File: config.mk
export PLATFORM = sky130hd
export DESIGN_NAME = joy_port_arb
export DESIGN_NICKNAME = d
export VERILOG_FILES = /design/src/rtl/joy_arb_pkg.sv /design/src/rtl/joy_sense_debounce.sv /design/src/rtl/joy_port_arb.sv
export SDC_FILE = /design/constraint.sdc
export NUM_CORES = 1
export LEC_CHECK = 0
export CAP_MARGIN = 25
export CORE_ASPECT_RATIO = 0.9
export CORE_MARGIN = 10
export CORE_UTILIZATION = 40
export DETAILED_ROUTE_END_ITERATION = 7
export PLACE_DENSITY = 0.67
export SYNTH_ARGS = -nofsm -noshare
export SYNTH_HDL_FRONTEND = slang
export SYNTH_SLANG_ARGS = --single-unit
export TNS_END_PERCENT = 20
File: constraint.sdc
create_clock -name clk -period 2.4 [get_ports clk]
set_input_delay 0.72 -clock clk [delete_from_list [all_inputs] [get_ports clk]]
set_output_delay 0.72 -clock clk [all_outputs]
set_load 0.01 [all_outputs]
File: src/rtl/joy_arb_pkg.sv
// Shared types and mode encodings for the user-port joystick arbiter.
package joy_arb_pkg;

    typedef enum logic [1:0] {
        SNIFF = 2'd0,
        DB15  = 2'd1,
        OFF   = 2'd2,
        MD    = 2'd3
    } arb_state_t;

    localparam logic [1:0] MODE_MD   = 2'b10;
    localparam logic [1:0] MODE_DB15 = 2'b01;

endpackage

File: src/rtl/joy_sense_debounce.sv
// Synchronises an asynchronous active-low sense line and qualifies it once it
// has stayed low long enough to saturate a W-bit counter.
module joy_sense_debounce #(
    parameter int W = 16
) (
    input  logic clk,
    input  logic reset,
    input  logic in_n,
    output logic qual
);

    localparam logic [W-1:0] CNT_MAX = '1;
    localparam logic [W-1:0] ONE     = {{(W-1){1'b0}}, 1'b1};

    logic         r_sync1;
    logic         r_sync2;
    logic [W-1:0] r_cnt;
    logic         r_qual;

    always_ff @(posedge clk) begin
        if (reset) begin
            r_sync1 <= 1'b1;
            r_sync2 <= 1'b1;
            r_cnt   <= '0;
            r_qual  <= 1'b0;
        end else begin
            r_sync1 <= in_n;
            r_sync2 <= r_sync1;
            if (r_sync2) begin
                r_cnt  <= '0;
                r_qual <= 1'b0;
            end else if (r_cnt != CNT_MAX) begin
                // Flag rises together with the count reaching all-ones.
                r_cnt  <= r_cnt + ONE;
                r_qual <= (r_cnt == (CNT_MAX - ONE));
            end else begin
                r_qual <= 1'b1;
            end
        end
    end

    assign qual = r_qual;

endmodule

File: src/rtl/joy_port_arb.sv
// User-port joystick arbiter: detects DB9 MD splitter / DB15 adapter / none,
// gates player words on activity and produces a hold-qualified OSD button.
module joy_port_arb
    import joy_arb_pkg::*;
#(
    parameter int DEBOUNCE_W = 16,
    parameter int OSD_HOLD_W = 24,
    parameter int ACT_BIT    = 2,
    parameter int OSD_A      = 10,
    parameter int OSD_B      = 6
) (
    input  logic        clk,
    input  logic        reset,
    input  logic        mdsense_n,
    input  logic [2:0]  db15_sense_n,
    input  logic [15:0] joy_md1,
    input  logic [15:0] joy_md2,
    input  logic [15:0] joy_db15_1,
    input  logic [15:0] joy_db15_2,
    output logic [15:0] joy1,
    output logic [15:0] joy2,
    output logic [5:0]  joy_raw,
    output logic [1:0]  mode,
    output logic        osd_btn,
    output logic        p1_en,
    output logic        p2_en,
    output arb_state_t  dbg_state
);

    localparam logic [OSD_HOLD_W-1:0] OSD_MAX = '1;
    localparam logic [OSD_HOLD_W-1:0] OSD_ONE = {{(OSD_HOLD_W-1){1'b0}}, 1'b1};

    logic                  w_md_qual;
    logic                  w_off_qual;
    logic                  w_db15_act;
    logic [15:0]           w_sel1;
    logic [15:0]           w_sel2;
    logic                  w_gate;
    logic [15:0]           w_joy1_nxt;
    logic [15:0]           w_joy2_nxt;
    logic                  w_combo;
    logic [OSD_HOLD_W-1:0] w_osd_cnt_nxt;

    arb_state_t            r_state;
    logic [1:0]            r_mode;
    logic                  r_p1_en;
    logic                  r_p2_en;
    logic [15:0]           r_joy1;
    logic [15:0]           r_joy2;
    logic [5:0]            r_raw;
    logic [OSD_HOLD_W-1:0] r_osd_cnt;
    logic                  r_osd;

    joy_sense_debounce #(.W(DEBOUNCE_W)) u_md_sense (
        .clk   (clk),
        .reset (reset),
        .in_n  (mdsense_n),
        .qual  (w_md_qual)
    );

    // Any DB15 sense bit pulled low rules the DB15 adapter out.
    joy_sense_debounce #(.W(DEBOUNCE_W)) u_db15_sense (
        .clk   (clk),
        .reset (reset),
        .in_n  (&db15_sense_n),
        .qual  (w_off_qual)
    );

    assign w_db15_act = joy_db15_1[ACT_BIT] | joy_db15_2[ACT_BIT];

    always_ff @(posedge clk) begin
        if (reset) begin
            r_state <= SNIFF;
            r_mode  <= MODE_DB15;
        end else begin
            r_mode <= (r_state == MD) ? MODE_MD : MODE_DB15;
            case (r_state)
                SNIFF: begin
                    if (w_md_qual)       r_state <= MD;
                    else if (w_off_qual) r_state <= OFF;
                    else if (w_db15_act) r_state <= DB15;
                end
                DB15: begin
                    if (w_md_qual)       r_state <= MD;
                    else if (w_off_qual) r_state <= OFF;
                end
                OFF: begin
                    if (w_md_qual)       r_state <= MD;
                end
                default: r_state <= MD;
            endcase
        end
    end

    always_comb begin
        w_sel1 = joy_db15_1;
        w_sel2 = joy_db15_2;
        case (r_state)
            MD: begin
                w_sel1 = joy_md1;
                w_sel2 = joy_md2;
            end
            OFF: begin
                w_sel1 = '0;
                w_sel2 = '0;
            end
            default: ;
        endcase
    end

    // Registered enables gate the outputs, so the first active word is dropped.
    assign w_gate     = r_p1_en | r_p2_en;
    assign w_joy1_nxt = w_gate ? w_sel1 : 16'h0000;
    assign w_joy2_nxt = w_gate ? w_sel2 : 16'h0000;

    assign w_combo       = r_joy1[OSD_A] & r_joy1[OSD_B];
    assign w_osd_cnt_nxt = !w_combo ? '0 :
                           (r_osd_cnt == OSD_MAX) ? r_osd_cnt : (r_osd_cnt + OSD_ONE);

    always_ff @(posedge clk) begin
        if (reset) begin
            r_p1_en   <= 1'b0;
            r_p2_en   <= 1'b0;
            r_joy1    <= '0;
            r_joy2    <= '0;
            r_raw     <= '0;
            r_osd_cnt <= '0;
            r_osd     <= 1'b0;
        end else begin
            r_p1_en <= r_p1_en | w_sel1[ACT_BIT];
            // A splitter mirrors P1 onto P2; only count P2 when P1 is idle.
            r_p2_en <= r_p2_en | (w_sel2[ACT_BIT] & ~w_sel1[ACT_BIT]);
            r_joy1    <= w_joy1_nxt;
            r_joy2    <= w_joy2_nxt;
            r_raw     <= w_joy1_nxt[5:0] | w_joy2_nxt[5:0];
            r_osd_cnt <= w_osd_cnt_nxt;
            r_osd     <= (w_osd_cnt_nxt == OSD_MAX);
        end
    end

    assign joy1      = r_joy1;
    assign joy2      = r_joy2;
    assign joy_raw   = r_raw;
    assign mode      = r_mode;
    assign osd_btn   = r_osd;
    assign p1_en     = r_p1_en;
    assign p2_en     = r_p2_en;
    assign dbg_state = r_state;

endmodule

* Yosys cells after proc, flatten, opt, wreduce, memory -nomap -nowiden
Cells that the tools add are included.
** Storage, ports and cells
- Bits in registers :: 107
- Latch bits :: 0
- Bits in writable memories :: 0
- ROM bits :: 0
- Input port bits :: 70
- Output and inout port bits :: 45
- Logic and storage cells :: 65
- Memories kept :: 0
** Cells by class
- Add/subtract/negate cells :: 3
- Multiply operators :: 0
- Divide/modulo/power cells :: 0
- Magnitude comparators :: 0
- Equality and inequality tests :: 12
- Shifts and indexed selects :: 0
- Mux-type cells :: 16
- Bitwise gates (word level) :: 9
- Reductions and logical operators :: 6
** Operators by type and width (number)
- case mux 16 bit (2 select lines) :: 2
- equality test 24 bit (second input constant) :: 2
- two-way mux 24 bit :: 2
- adder 16 x 1 -> 16 bit (second input constant) :: 2
- equality test 16 bit (second input constant) :: 2
- != test 16 bit (second input constant) :: 2
- adder 24 x 1 -> 24 bit (second input constant) :: 1
- two-way mux 2 bit :: 7
- two-way mux 6 bit :: 2
- bitwise OR 6 bit :: 1
- case mux 2 bit (3 select lines) :: 1
- AND reduction 3 bit :: 2
- OR reduction 2 bit :: 3
- equality test 2 bit (second input constant) :: 2
- != test 4 x 2 -> 1 bit (second input constant) :: 1
- bitwise OR 1 bit :: 4
- != test 3 x 1 -> 1 bit (second input constant) :: 1
- bitwise AND 1 bit :: 2
- equality test 2 x 1 -> 1 bit (second input constant) :: 1
- logical NOT 2 bit :: 1
- two-way mux 1 bit :: 2
- != test 2 x 1 -> 1 bit (second input constant) :: 1
- NOT 1 bit :: 2

* Depth between registers and ports, before layout
Gate-level depths: netlist (run 1).
- Depth in word-level cells :: 5
- Gate-level depth with buffers :: 8
- Gate-level depth less buffers :: 7

* By module
From an unflattened synthesis (run 1), not the netlist that was laid out.
** Second synthesis, totals
- Cells, all modules :: 535
- Area, all modules :: 4698.3 µm²
** Modules (own cells, without submodules)
- joy_port_arb :: times used 1, cells each 333, area each 2839.0 µm²
- joy_sense_debounce :: times used 2, cells each 101, area each 929.6 µm²

* Least setup slack after synthesis (run 1)
Ideal clock, no wire load.
- Kind :: register to register
- Start :: register r_osd_cnt[0]
- End :: register r_osd, in the netlist osd_btn
- Arrival time :: 1.953 ns
- Data required time :: 2.312 ns
- Path slack :: 0.359 ns
- Cell stages (with the launch flop) :: 9
- Path buffers :: 1
- Clock period less this slack :: 2.041 ns
- Cells stage by stage :: dfxtp_1 > ha_1 > nand3_1 > nor2_1 > buf_2 > nand3_2 > a221oi_1 > o2111ai_1 > nor4_2
** On the way
- Longest elaborated chain between the ends :: 4
- Elaborated cells on any way between the ends :: 5
- Classes of those cells :: add/sub (1); eq/ne (2); mux (2)
** Ends and longest elaborated chain
- from (decl) :: RTL line joy_port_arb.sv:51 : logic [OSD_HOLD_W-1:0] r_osd_cnt;
- from (signal assigned) :: RTL line joy_port_arb.sv:136 : r_osd_cnt <= w_osd_cnt_nxt;
- adder 24 x 1 -> 24 bit / equality test 24 bit (equally long branches) :: RTL line joy_port_arb.sv:118 : (r_osd_cnt == OSD_MAX) ? r_osd_cnt : (r_osd_cnt + OSD_ONE);
- two-way mux 24 bit (*) :: RTL line joy_port_arb.sv:118
- two-way mux 24 bit (*) :: RTL line joy_port_arb.sv:117 : assign w_osd_cnt_nxt = !w_combo ? '0 :
- equality test 24 bit (*) :: RTL line joy_port_arb.sv:137 : r_osd <= (w_osd_cnt_nxt == OSD_MAX);
- to (signal assigned) :: RTL line joy_port_arb.sv:137
- to (decl) :: RTL line joy_port_arb.sv:52 : logic r_osd;
Mark *: on every way between the ends. The rest lies on a longest branch, timed or not.
A chain may end at the register's enable or synchronous reset.

* Worst setup path after layout (run 1)
- Start :: register r_osd_cnt[17]
- End :: register r_osd, in the netlist osd_btn
The elaborated chain is that of the path after synthesis.

==> flow_summary.yaml, run 1 <==
run_status:
  status: "finished, final reports clean"
setup_path:
  crit_fanout: 10
  cp-startpoint: "r_osd_cnt[17]$_SDFF_PP0_"
  critPathLaunchType: "register"
  worstSetupPathType: "reg2reg"
  r2r-start: "r_osd_cnt[17]$_SDFF_PP0_"
  endpoint_kind: "register"
  required_ps: 2660
  cp.arrival_ps: 2430
synthesis:
  synth_fp_nets: 591
  yosys.cell_count.top_type: "dfxtp_1"
  yosysTopAreaCell: "dfxtp_1"
  avgSynthCellArea_um2: 8.78
  synth_common_cells: "107 x dfxtp_1, 87 x nor2_1, 48 x a21oi_1"
  seq_area_frac_synth_pct: 47.3
  syn_area_mm2: 0.00453
  synth.area.top_cells: "dfxtp_1 47%, nor2_1 7.2%, a21oi_1 5.3%, xor2_1 4.8%, nor2b_1 4.6%"
  netlist_instances: 516
  synth-edff-count: 0
  async_reset_ff_share_pct: 0
  ys_ff_latch: 107
  ys_warn_count: 0
  synth_top_area_share_pct: 47.3
  synth_flop_cell: "dfxtp_1"
  synth_cell_types: 46
placement:
  port_buffers: 114
  gp_congestion: 0.918
  dp_hpwl_mm: 9.50
  pre_cts_ws_ps: 246
timing:
  whs_ps: 406
  hold_viol_final: 0
  clock_skew_ps: 11.8
  slew_headroom_pct: 60.5
  tightest_slew_ps: 589
  fmax_mhz: 461
  fin_ws_ps: 232
  rsz0062_at_grt: "false"
  setup_tns_ps: 0
  drv_slew: 0
  setup_violations: 0
  period_share_pct: 90.3
  min_period_ps: 2170
clocking:
  clockBufferDepth: 2
  ctsResizeCount: 0
  clk_pin_slew_ps: 80
  cts_buffers: 9
  clock_latency_ps: 350
  cts_tree: "yes"
  root_buffer: "clkbuf_16"
  htreeDepth: 3
  cts.sinks: 107
  post_cts_buffers: 0
  postCtsHoldBufs: 0
final_layout:
  layout-drive-gt1-share_pct: 6.90
  fillCellCount: 1022
  area_growth_pct: 36.8
  diodes: 0
  multi_input_comb_area_mm2: 0.00227
  nets: 708
  seq_area_mm2: 0.00214
drt:
  vias: 3955
  routed_wl_mm: 12.2
  antenna_left: 0
  drc: 0
  drt_iter0_drc: 283
  vias_per_cell: 5.01
  dr.pass1.iters: 5
  routedWlPerCell_um: 15.4
run:
  max-cap-violations: 0
global_routing:
  globalRoute.totalOverflow: 0
  grt_pass1_wl_mm: 20.2
  track_usage_pct: 15.3
  grt_max_degree: 39
  antenna_found_initial: 0
  first_global_vias: 3965
floorplanning:
  start_util_pct: 41.4
  io_pins: 115
  core_mm2: 0.0109
  die_w_um: 132
  die_h_um: 121
  rows: 36
  die-area_mm2: 0.0160
min_path:
  min_path_type: "reg2reg"
  worstHoldStart: "u_md_sense.r_sync1$_SDFF_PP1_"
power:
  power.leakage_nw: 2.29
  power.density_mw_per_mm2: 577
  ir_worst_vdd_v: 0.000371
==> placed cells by master, fill, tap and decap left out, types with 8 or more instances in the layout <==
cell type | netlist | routed
nor2_1 | 87 | 87
nor3_1 | 9 | 9
nand2_1 | 24 | 24
and3_1 | 14 | 14
xnor2_1 | 19 | 19
and2_1 | 9 | 9
clkbuf_16 | 0 | 9
clkdlybuf4s50_1 | 0 | 114
nand4_1 | 17 | 17
inv_1 | 9 | 9
dfxtp_1 | 107 | 107
nor2b_1 | 33 | 33
buf_4 | 0 | 12
xor2_1 | 25 | 25
nand3_1 | 18 | 18
a21oi_1 | 48 | 48
and4_1 | 8 | 8
==> metrics by stage <==
step,std cells,power [mW],cell area (um2),util (%)
6_report,790,3.58,6200,56.6
2_1_floorplan,516,1.97,4530,-
5_1_grt,790,3.72,6200,56.6
3_5_place_dp,774,2.19,5900,53.9
4_1_cts,790,3.63,6200,56.6
3_3_place_gp,774,2.19,5900,53.9
==> where the power goes <==
| part | total, mW | internal (mW) | switching, mW |
|---|---|---|---|
| registers | 1.83 | 1.82 | 0.0162 |
| logic | 0.313 | 0.201 | 0.112 |
| clock network | 1.43 | 0.733 | 0.698 |
| total | 3.58 | 2.75 | 0.825 |
==> metal layers <==
metal | up-vias | routed length [um] | global-route usage, %
li1 | 2003 | - | -
met1 | 1870 | 5360 | 18.4
met2 | 78 | 6160 | 27.1
met3 | 4 | 598 | 3.64
met4 | 0 | 51 | 3.82
met5 | - | 0 | 0
==> kinds of logic after synthesis <==
group,Yosys count,share of synthesized area [%]
simple gates,246,29.1
flops,107,47.3
compound gates,81,10.6
xor+xnor,44,8.51
buf+inv,31,2.76
fa+ha+maj,5,1.38
mux,2,0.442
==> area by class of cell <==
type	instances	share of cell area (%)
flip-flops and latches	107	34.6
clock inverters	7	1.11
inverters	9	0.545
repair buffers	128	20.5
clock buffers	9	3.63
multi-input cells	378	36.6
well taps	152	3.07
==> registers in the layout, summed over array words and instances (netlist names), 2 cells and up <==
register,count
r_osd_cnt,24
joy1,16
joy2,16
u_db15_sense.r_cnt,16
u_md_sense.r_cnt,16
joy_raw,6
dbg_state,2
mode,2
==> worst max-delay path, stage by stage, from the launching register on <==
cell and delay (ps):
dfxtp_1 450, nand4_4 170, nor4_4 320, buf_4 210
nand3_2 90, a221oi_1 310, o2111ai_1 240, nor4_2 310
==> path summary, 6_finish.rpt <==
path,end,slack [ps],cells after the start
worst min-delay path,u_md_sense.r_sync2$_SDFF_PP1_,410,1
worst min register to register,u_md_sense.r_sync2$_SDFF_PP1_,410,1
worst max-delay path,osd_btn$_SDFF_PP0_,230,7
worst max register to register,osd_btn$_SDFF_PP0_,230,7
(Power assumes the default switching activity.)
==> run 2: changes to the inputs <==
- CTS_CLUSTER_DIAMETER: default -> 40
==> results of run 2 <==
Final layout, timing and power as in run 1 (identical DEF).
